### src/rtl/uart_arb_pkg.sv
`default_nettype none
// ============================================================================
// Module  : uart_arb_pkg
// Brief   : Shared FSM encoding, pointer width and defaults for the UART
//           port arbiter.
// Rev     : 1.0
// ============================================================================
package uart_arb_pkg;

    typedef enum logic [1:0] {
        ST_IDLE  = 2'd0,
        ST_READ  = 2'd1,
        ST_WRITE = 2'd2,
        ST_ACK   = 2'd3
    } arb_state_t;

    localparam int          c_ptr_w          = 2;
    localparam logic [31:0] c_nodata_default = 32'hFFFF_FFFF;

    // Advance a round-robin index, wrapping after the highest requester.
    function automatic logic [c_ptr_w-1:0] rr_next(
        input logic [c_ptr_w-1:0] cur,
        input logic [c_ptr_w-1:0] last
    );
        return (cur == last) ? '0 : cur + 1'b1;
    endfunction

endpackage
`default_nettype wire

### src/rtl/rr_pick.sv
`default_nettype none
// ============================================================================
// Module  : rr_pick
// Brief   : Picks the first asserted request at or after ptr, wrapping.
// Rev     : 1.0
// ============================================================================
module rr_pick
    import uart_arb_pkg::*;
#(
    parameter int NREQ = 4
) (
    input  logic [NREQ-1:0]    req,
    input  logic [c_ptr_w-1:0] ptr,
    output logic [c_ptr_w-1:0] grant,
    output logic               any
);

    localparam int c_idx_w = c_ptr_w + 1;

    logic [c_idx_w-1:0] w_idx;

    always_comb begin
        grant = '0;
        w_idx = '0;
        // Scan farthest-first so the nearest requester is the last to write grant.
        for (int k = NREQ - 1; k >= 0; k--) begin
            w_idx = {1'b0, ptr} + c_idx_w'(k);
            if (w_idx >= c_idx_w'(NREQ)) begin
                w_idx = w_idx - c_idx_w'(NREQ);
            end
            if (req[w_idx[c_ptr_w-1:0]]) begin
                grant = w_idx[c_ptr_w-1:0];
            end
        end
    end

    assign any = |req;

endmodule
`default_nettype wire

### src/rtl/uart_port_arbiter.sv
`default_nettype none
// ============================================================================
// Module  : uart_port_arbiter
// Brief   : Shares one UART data register between NREQ transmit requesters
//           (round-robin) and a single-entry receive buffer.
// Rev     : 1.0
// ============================================================================
module uart_port_arbiter
    import uart_arb_pkg::*;
#(
    parameter int          NREQ   = 4,
    parameter logic [31:0] NODATA = c_nodata_default
) (
    input  logic                 clk,
    input  logic                 reset,
    input  logic [NREQ-1:0]      tx_req,
    input  logic [8*NREQ-1:0]    tx_data,
    output logic [NREQ-1:0]      tx_ack,
    output logic                 rx_valid,
    output logic [7:0]           rx_data,
    input  logic                 rx_ready,
    output logic                 reg_dat_we,
    output logic                 reg_dat_re,
    output logic [31:0]          reg_dat_di,
    input  logic [31:0]          reg_dat_do,
    input  logic                 reg_dat_wait,
    output logic [c_ptr_w-1:0]   grant_id,
    output logic                 busy
);

    localparam logic [c_ptr_w-1:0] c_last = c_ptr_w'(NREQ - 1);

    arb_state_t         r_state;
    arb_state_t         w_state_nxt;
    logic [c_ptr_w-1:0] r_grant;
    logic [c_ptr_w-1:0] r_rr_ptr;
    logic               r_poll_turn;
    logic               r_rx_valid;
    logic [7:0]         r_rx_data;
    logic [7:0]         r_di;
    logic [c_ptr_w-1:0] w_pick;
    logic               w_any;
    logic [7:0]         w_sel_byte;

    rr_pick #(
        .NREQ (NREQ)
    ) u_rr_pick (
        .req   (tx_req),
        .ptr   (r_rr_ptr),
        .grant (w_pick),
        .any   (w_any)
    );

    always_comb begin
        w_sel_byte = '0;
        for (int i = 0; i < NREQ; i++) begin
            if (w_pick == c_ptr_w'(i)) begin
                w_sel_byte = tx_data[8*i +: 8];
            end
        end
    end

    always_ff @(posedge clk or posedge reset) begin
        if (reset) begin
            r_state <= ST_IDLE;
        end else begin
            r_state <= w_state_nxt;
        end
    end

    // Strobes depend only on the state register, never on live inputs.
    always_comb begin
        w_state_nxt = r_state;
        reg_dat_re  = 1'b0;
        reg_dat_we  = 1'b0;
        tx_ack      = '0;
        unique case (r_state)
            ST_IDLE: begin
                if (!r_rx_valid && (r_poll_turn || !w_any)) begin
                    w_state_nxt = ST_READ;
                end else if (w_any) begin
                    w_state_nxt = ST_WRITE;
                end
            end
            ST_READ: begin
                reg_dat_re  = 1'b1;
                w_state_nxt = ST_IDLE;
            end
            ST_WRITE: begin
                reg_dat_we = 1'b1;
                if (!reg_dat_wait) begin
                    w_state_nxt = ST_ACK;
                end
            end
            ST_ACK: begin
                for (int i = 0; i < NREQ; i++) begin
                    tx_ack[i] = (r_grant == c_ptr_w'(i));
                end
                w_state_nxt = ST_IDLE;
            end
            default: w_state_nxt = ST_IDLE;
        endcase
    end

    always_ff @(posedge clk or posedge reset) begin
        if (reset) begin
            r_grant     <= '0;
            r_rr_ptr    <= '0;
            r_poll_turn <= 1'b1;
            r_rx_valid  <= 1'b0;
            r_rx_data   <= '0;
            r_di        <= '0;
        end else begin
            if (r_rx_valid && rx_ready) begin
                r_rx_valid <= 1'b0;
            end
            unique case (r_state)
                ST_IDLE: begin
                    if (w_state_nxt == ST_WRITE) begin
                        r_grant <= w_pick;
                        r_di    <= w_sel_byte;
                    end
                end
                ST_READ: begin
                    r_poll_turn <= 1'b0;
                    if (reg_dat_do != NODATA) begin
                        r_rx_data  <= reg_dat_do[7:0];
                        r_rx_valid <= 1'b1;
                    end
                end
                ST_ACK: begin
                    r_rr_ptr    <= rr_next(r_grant, c_last);
                    r_poll_turn <= 1'b1;
                end
                default: ;
            endcase
        end
    end

    assign rx_valid   = r_rx_valid;
    assign rx_data    = r_rx_data;
    assign reg_dat_di = {24'b0, r_di};
    assign grant_id   = r_grant;
    assign busy       = (r_state != ST_IDLE);

endmodule
`default_nettype wire

### config.mk
export PLATFORM = sky130hd
export DESIGN_NAME = uart_port_arbiter
export DESIGN_NICKNAME = d
export VERILOG_FILES = /design/src/rtl/uart_arb_pkg.sv /design/src/rtl/rr_pick.sv /design/src/rtl/uart_port_arbiter.sv
export SDC_FILE = /design/constraint.sdc
export NUM_CORES = 1
export LEC_CHECK = 0
export CAP_MARGIN = 30
export CORE_MARGIN = 5
export CORE_UTILIZATION = 34
export CTS_BUF_LIST = sky130_fd_sc_hd__clkbuf_16
export CTS_CLUSTER_DIAMETER = 40
export CTS_CLUSTER_SIZE = 25
export DETAILED_ROUTE_END_ITERATION = 6
export MAX_ROUTING_LAYER = met4
export PLACE_DENSITY = 0.8
export SLEW_MARGIN = 20
export SYNTH_ARGS = -nofsm -noshare
export SYNTH_HDL_FRONTEND = slang
export SYNTH_HIERARCHICAL = 1
export SYNTH_SLANG_ARGS = --single-unit
### constraint.sdc
create_clock -name clk -period 2.35 [get_ports clk]
set_input_delay 0.47 -clock clk [delete_from_list [all_inputs] [get_ports clk]]
set_output_delay 0.47 -clock clk [all_outputs]
set_load 0.01 [all_outputs]
==> impl_metrics.json, run 1 <==
{
  "clockBufferDepth": 2,
  "die_h_microns": 78.3,
  "viasPerCell": 4.63,
  "hold_end": "rx_data[2]",
  "syn_inst": 134,
  "power_density_mw_per_mm2": 982,
  "routabilityCongestion": 0.700,
  "rsz0062_at_grt": "false",
  "htreeDepth": 1,
  "final.fill_count": 382,
  "numClockSinks": 24,
  "grt_use_met1": 0.142,
  "ant_nets": 0,
  "synth_warnings": 6,
  "drt_iter0_drc": 37,
  "clkTransAtPathRegs_ns": 0.06,
  "fin_total_pwr_mw": 2.57,
  "setup_ws_ns": 0.0964,
  "wirelength_microns": 4090,
  "syn_area_sq_mm": 0.00159,
  "pwr-share-clk": 0.141,
  "grt_pass1_wl_microns": 6460,
  "final_cell_mix": "clkdlybuf4s50_1 (97), conb_1 (24), dfrtp_1 (23)",
  "nets": 311,
  "maxSlewViolCount": 0,
  "fp.dieW_microns": 78.3,
  "first_pass_iters": 3,
  "r2r_start": "r_rr_ptr[1]",
  "clk_latency_ns": 0.25,
  "max-cap-violations": 0,
  "grt_util_met3": 0.0652,
  "cts_resized": 0,
  "hpwl_microns": 3600,
  "tns_ns": 0,
  "ys_types": 31,
  "worstSetupPathType": "primary input to flop",
  "synth_top_area_frac": 0.363,
  "skew_ns": 0.00197,
  "fin_util": 0.589,
  "cts-root-buf": "clkbuf_16",
  "start_util": 0.357,
  "num_antenna_cells": 0,
  "fmax_mhz": 444,
  "r2r.worst_path.cells": 5,
  "row_count": 24,
  "post-cts-setup-buffers": 0,
  "cts_tree": "done",
  "dieArea_sq_mm": 0.00613,
  "fin_crit_ns": 2.25,
  "leakage_nw": 1.11,
  "hold_ws_ns": 0.504,
  "slew_headroom": 0.647,
  "power_switching_mw": 0.824,
  "syn_area_per_cell_sq_um": 11.8,
  "final_common_cell": "clkdlybuf4s50_1",
  "synth_area_leaders": "dfrtp_1 (36%), mux2_2 (13%), buf_4 (12%)",
  "wl_per_cell_microns": 14.3,
  "power_frac_comb": 0.545,
  "ys_seq_area_frac": 0.379,
  "synth_top_area_cell": "dfrtp_1",
  "antenna_found_initial": 0,
  "setup_violations": 0,
  "area_delta_synth_final_pct": 65.1,
  "pre_cts_ws_ns": -0.161,
  "grt_use_met2": 0.229,
  "fin_crit_sh": 0.959,
  "grt.total_usage": 0.134,
  "status": "finished, final reports clean",
  "worstMarginPinSlew_ns": 0.529,
  "switching_share": 0.320,
  "grt_max_degree": 15,
  "grt_pass1_vias": 1394,
  "critPathLaunchType": "primary input",
  "grt_most_used_layer": "met2",
  "ios": 122,
  "crit_fanout": 9,
  "vias": 1323,
  "whs_path_depth": 1,
  "r2r_end": "r_di[7]",
  "endpoint_kind": "flop",
  "worst_hold_path_type": "flop to flop",
  "ys_ff_latch": 24,
  "seqCellArea_sq_um": 602,
  "intPower_mw": 1.75,
  "drive_gt1_frac": 0.184,
  "cp.arrival_ns": 2.39,
  "ctsHoldBuffers": 0,
  "drc": 0,
  "r2r_slack_ns": 0.35,
  "vdd_drop_max_mv": 0.416,
  "port_buffers": 97,
  "final_hold_viol_count": 0,
  "numCtsBuffers": 3,
  "grt_overflow_total": 0,
  "coreArea_sq_mm": 0.00444,
  "min-delay-start": "rx_data[2]",
  "cp.required_ns": 2.49,
  "p_seq_frac": 0.314,
  "multi_input_area_sq_um": 822
}
## logic make-up (layout without fill, tap and decap cells)
family	count (synthesis)	count (layout)	synth area share
compound gates	11	11	0.0521
fa+ha+maj	4	4	0.0315
buf+inv	37	114	0.157
flops	24	24	0.379
mux	28	28	0.259
other cells	1	24	0.00236
simple gates	29	29	0.118
## per-stage QoR
step	area, sq um	instances
floorplan	1670	157
global placement	2540	282
detailed placement	2540	282
CTS	2620	286
global route	2620	286
finish	2620	286
## power by group through the flow
stage	Sequential [mW]	Combinational, mW	Clock [mW]
2_1_floorplan	0.842	0.746	0
3_3_place_gp	0.804	1.41	0
3_5_place_dp	0.817	1.43	0
4_1_cts	0.811	1.43	0.373
5_1_grt	0.849	1.53	0.393
6_report	0.807	1.40	0.364
## worst max-delay path: stages
cell and delay [ns]:
clkdlybuf4s50_1 0.51, mux2i_1 0.10, a211oi_2 0.31, buf_12 0.18
mux4_1 0.54, mux2_2 0.27
## how the worst max path moves through the flow
| stage | start | endpoint | slack [ns] | depth (start not counted) |
|---|---|---|---|---|
| final | tx_req[3] | r_di[7] | 0.1 | 6 |
| after global routing | tx_req[3] | r_di[7] | 0.03 | 6 |
| after CTS | tx_req[3] | r_di[7] | 0.09 | 6 |
| after detailed placement | tx_req[3] | r_di[7] | -0.16 | 6 |
| after global placement | tx_req[3] | r_di[7] | -0.13 | 6 |
| after floorplan | r_rr_ptr[1] | r_di[5] | 0.49 | 5 |
## layout make-up
type | count | share of cell area
timing repair buffer | 102 | 0.390
multi-input combinational | 96 | 0.314
sequential | 24 | 0.230
clock buffer | 3 | 0.0287
tap | 52 | 0.0248
inverter | 8 | 0.0115
clock inverter | 1 | 0.00143
## flip-flops by register name, summed over array words and instances, names as in the netlist
register / count
rx_valid: 1
r_poll_turn: 1
grant_id: 2
rx_data: 8
r_state: 2
r_rr_ptr: 2
r_di: 8
## Yosys cell counts
cell type  instances
and3_2             3
mux2i_1            1
dfrtp_1           23
nor2b_4            1
nor3b_1            1
nand2_1            4
a211oi_2           1
nand4_1            8
buf_2              1
ha_1               4
mux4_2             6
a211oi_1           2
mux4_1             2
nand2b_1           2
nor2_1             7
a21oi_1            2
and3_1             1
a21o_2             1
nor4_4             1
o21ai_0            2
buf_6              2
o31ai_1            1
dfstp_2            1
inv_1              8
nor4_2             1
a21boi_2           1
clkbuf_1           1
conb_1             1
mux2_2            19
buf_4             25
o211ai_1           1
## metal layers
layer	up-vias	wire [microns]	share of wire
li1	634	-	-
met5	-	0	0
met3	2	635	0.16
met2	82	2000	0.49
met4	0	15	0.0037
met1	605	1440	0.35
Note: power is estimated with default switching activity, not from simulation.
==> run 2, diff against run 1 <==
- ABC_AREA: unset -> 1
- PLACE_DENSITY: 0.8 -> 0.78
==> impl_metrics.json, run 2 <==
{
  "status": "finished, final reports clean",
  "synth_warnings": 6,
  "grt_pass1_vias": 1771,
  "synth_edf_count": 0,
  "leakage_nw": 1.35,
  "worst_hold_path_type": "flop to flop",
  "slowest_delay_ns": 0.55,
  "ys.flop_type": "dfrtp_1",
  "ys_seq_area_frac": 0.348,
  "post-cts-setup-buffers": 0,
  "synth_common_cells": "nand2_1 (102), buf_4 (24), nand3_1 (24)",
  "fin_crit_ns": 2.12,
  "first_pass_iters": 4,
  "row_count": 26,
  "coreArea_sq_mm": 0.00501,
  "vdd_drop_max_mv": 0.823,
  "cp.required_ns": 1.88,
  "fin_crit_sh": 0.904,
  "htreeDepth": 1,
  "synth_top_family_by_area": "simple AND/OR/NAND/NOR gates",
  "synthMostInstantiatedCell": "nand2_1",
  "syn_area_sq_mm": 0.00173,
  "grt_max_degree": 15,
  "ys_types": 22,
  "max-cap-violations": 0,
  "syn_area_per_cell_sq_um": 6.68,
  "numCtsBuffers": 3,
  "fin_util": 0.558,
  "critPathLaunchType": "flop",
  "port_buffers": 97,
  "cts_tree": "done",
  "crit_path_frequent_cell": "inv_1",
  "cts_resized": 0,
  "skew_ns": 0.00241,
  "area_delta_synth_final_pct": 61.7,
  "r2r_slack_ns": 0.36,
  "synthMuxAreaShare": 0.00651,
  "synth_compound_area_frac": 0.0824,
  "num_antenna_cells": 0,
  "viasPerCell": 4.29,
  "ant_nets": 0,
  "setup_violations": 0,
  "ios": 122,
  "cts-root-buf": "clkbuf_16",
  "die_h_microns": 81.3,
  "synth_top_area_cell": "dfrtp_1",
  "hpwl_microns": 4210,
  "antenna_found_initial": 0,
  "grt_overflow_total": 0,
  "fmax_mhz": 471,
  "ys_ff_latch": 24,
  "maxSlewViolCount": 0,
  "clk_latency_ns": 0.25,
  "tns_ns": 0,
  "drive_gt1_frac": 0.0608,
  "synth_fa_ha_area_frac": 0.0289,
  "grt_pass1_wl_microns": 7760,
  "routabilityCongestion": 0.788,
  "synth_top_area_frac": 0.333,
  "power_density_mw_per_mm2": 1140,
  "fp.dieW_microns": 81.3,
  "worstPathCellList": "inv_1 > ha_1 > inv_1 > nor2_1 > clkdlybuf4s50_1",
  "syn_inst": 259,
  "final_cell_mix": "nand2_1 (102), clkdlybuf4s50_1 (97), nand3_1 (24), conb_1 (24)",
  "nets": 439,
  "placed_cell_area_sq_mm": 0.00272,
  "endpoint_kind": "primary output",
  "async_reset_ff_frac": 1.00,
  "clockBufferDepth": 2,
  "wl_per_cell_microns": 11.4,
  "dieArea_sq_mm": 0.00662,
  "yosys.area_share.xor_xnor": 0,
  "rsz0062_at_grt": "false",
  "vias": 1854,
  "worstSetupPathType": "flop to primary output",
  "slowest_stage": "clkdlybuf4s50_1",
  "final_hold_viol_count": 0,
  "drc": 0,
  "synth-simple-area-share": 0.366,
  "clkTransAtPathRegs_ns": 0.06,
  "final_common_cell": "nand2_1",
  "drt_iter0_drc": 77,
  "numClockSinks": 24,
  "start_util": 0.345,
  "ctsHoldBuffers": 0,
  "wirelength_microns": 4910,
  "crit_fanout": 6,
  "design_area_sq_mm": 0.00280,
  "synth_area_leaders": "dfrtp_1 (33%), nand2_1 (22%), buf_4 (10%)",
  "grt.total_usage": 0.152,
  "fin_total_pwr_mw": 3.18,
  "cp.arrival_ns": 1.65
}
[run 2: kinds of logic after synthesis]
kind of cell    count (synthesis)
compound gates                 23
fa+ha+maj                       4
buf+inv                        50
flops                          24
mux                             1
other cells                     1
simple gates                  156
[run 2: final timing paths]
path                              from           to  depth (start not counted)
min                        r_poll_turn  r_poll_turn                          2
max                        grant_id[0]    tx_ack[0]                          5
max reg2reg                r_rr_ptr[0]      r_di[7]                         11
max in group asynchronous        reset  r_poll_turn                          3
min reg2reg                r_poll_turn  r_poll_turn                          2
min in group asynchronous        reset      r_di[6]                          2
[run 2: final cells by class]
class | instances | area, sq um
clock buffer | 3 | 75.1
clock inverter | 1 | 3.75
fill | 492 | 2210
inverter | 23 | 86.3
multi-input combinational | 208 | 927
sequential | 24 | 602
tap | 70 | 87.6
timing repair buffer | 103 | 1020
[run 2: report_power, final]
| group | switching, mW | internal [mW] | total, mW |
|---|---|---|---|
| combinational | 1.11 | 0.940 | 2.05 |
| sequential | 0.151 | 0.624 | 0.775 |
| clock | 0.131 | 0.227 | 0.358 |
[run 2: worst max-delay path, delay by kind of cell (launching register included)]
kind	cells	cell delay [ns]
AND/OR/NAND/NOR	1	0.10
buffers and inverters	3	0.70
adder cells (fa/ha/maj)	1	0.15
flip-flops	1	0.46
[run 2: metal layers]
layer  part of all wire  up-vias  track usage
li1                   -      972            -
met3              0.078        4       0.0421
met5                  0        -            -
met4             0.0045        0       0.0169
met2               0.51       73        0.261
met1               0.41      805        0.184
[run 2: per-stage QoR]
| step | cells | hold slack, ns | setup WS (ns) |
|---|---|---|---|
| 6_report | 432 | 0.464 | 0.225 |
| 3_3_place_gp | 428 | 0.455 | 0.0516 |
| 3_5_place_dp | 428 | 0.458 | 0.0279 |
| 2_1_floorplan | 282 | 0.440 | 0.647 |
| 4_1_cts | 432 | 0.466 | 0.199 |
| 5_1_grt | 432 | 0.480 | 0.0479 |
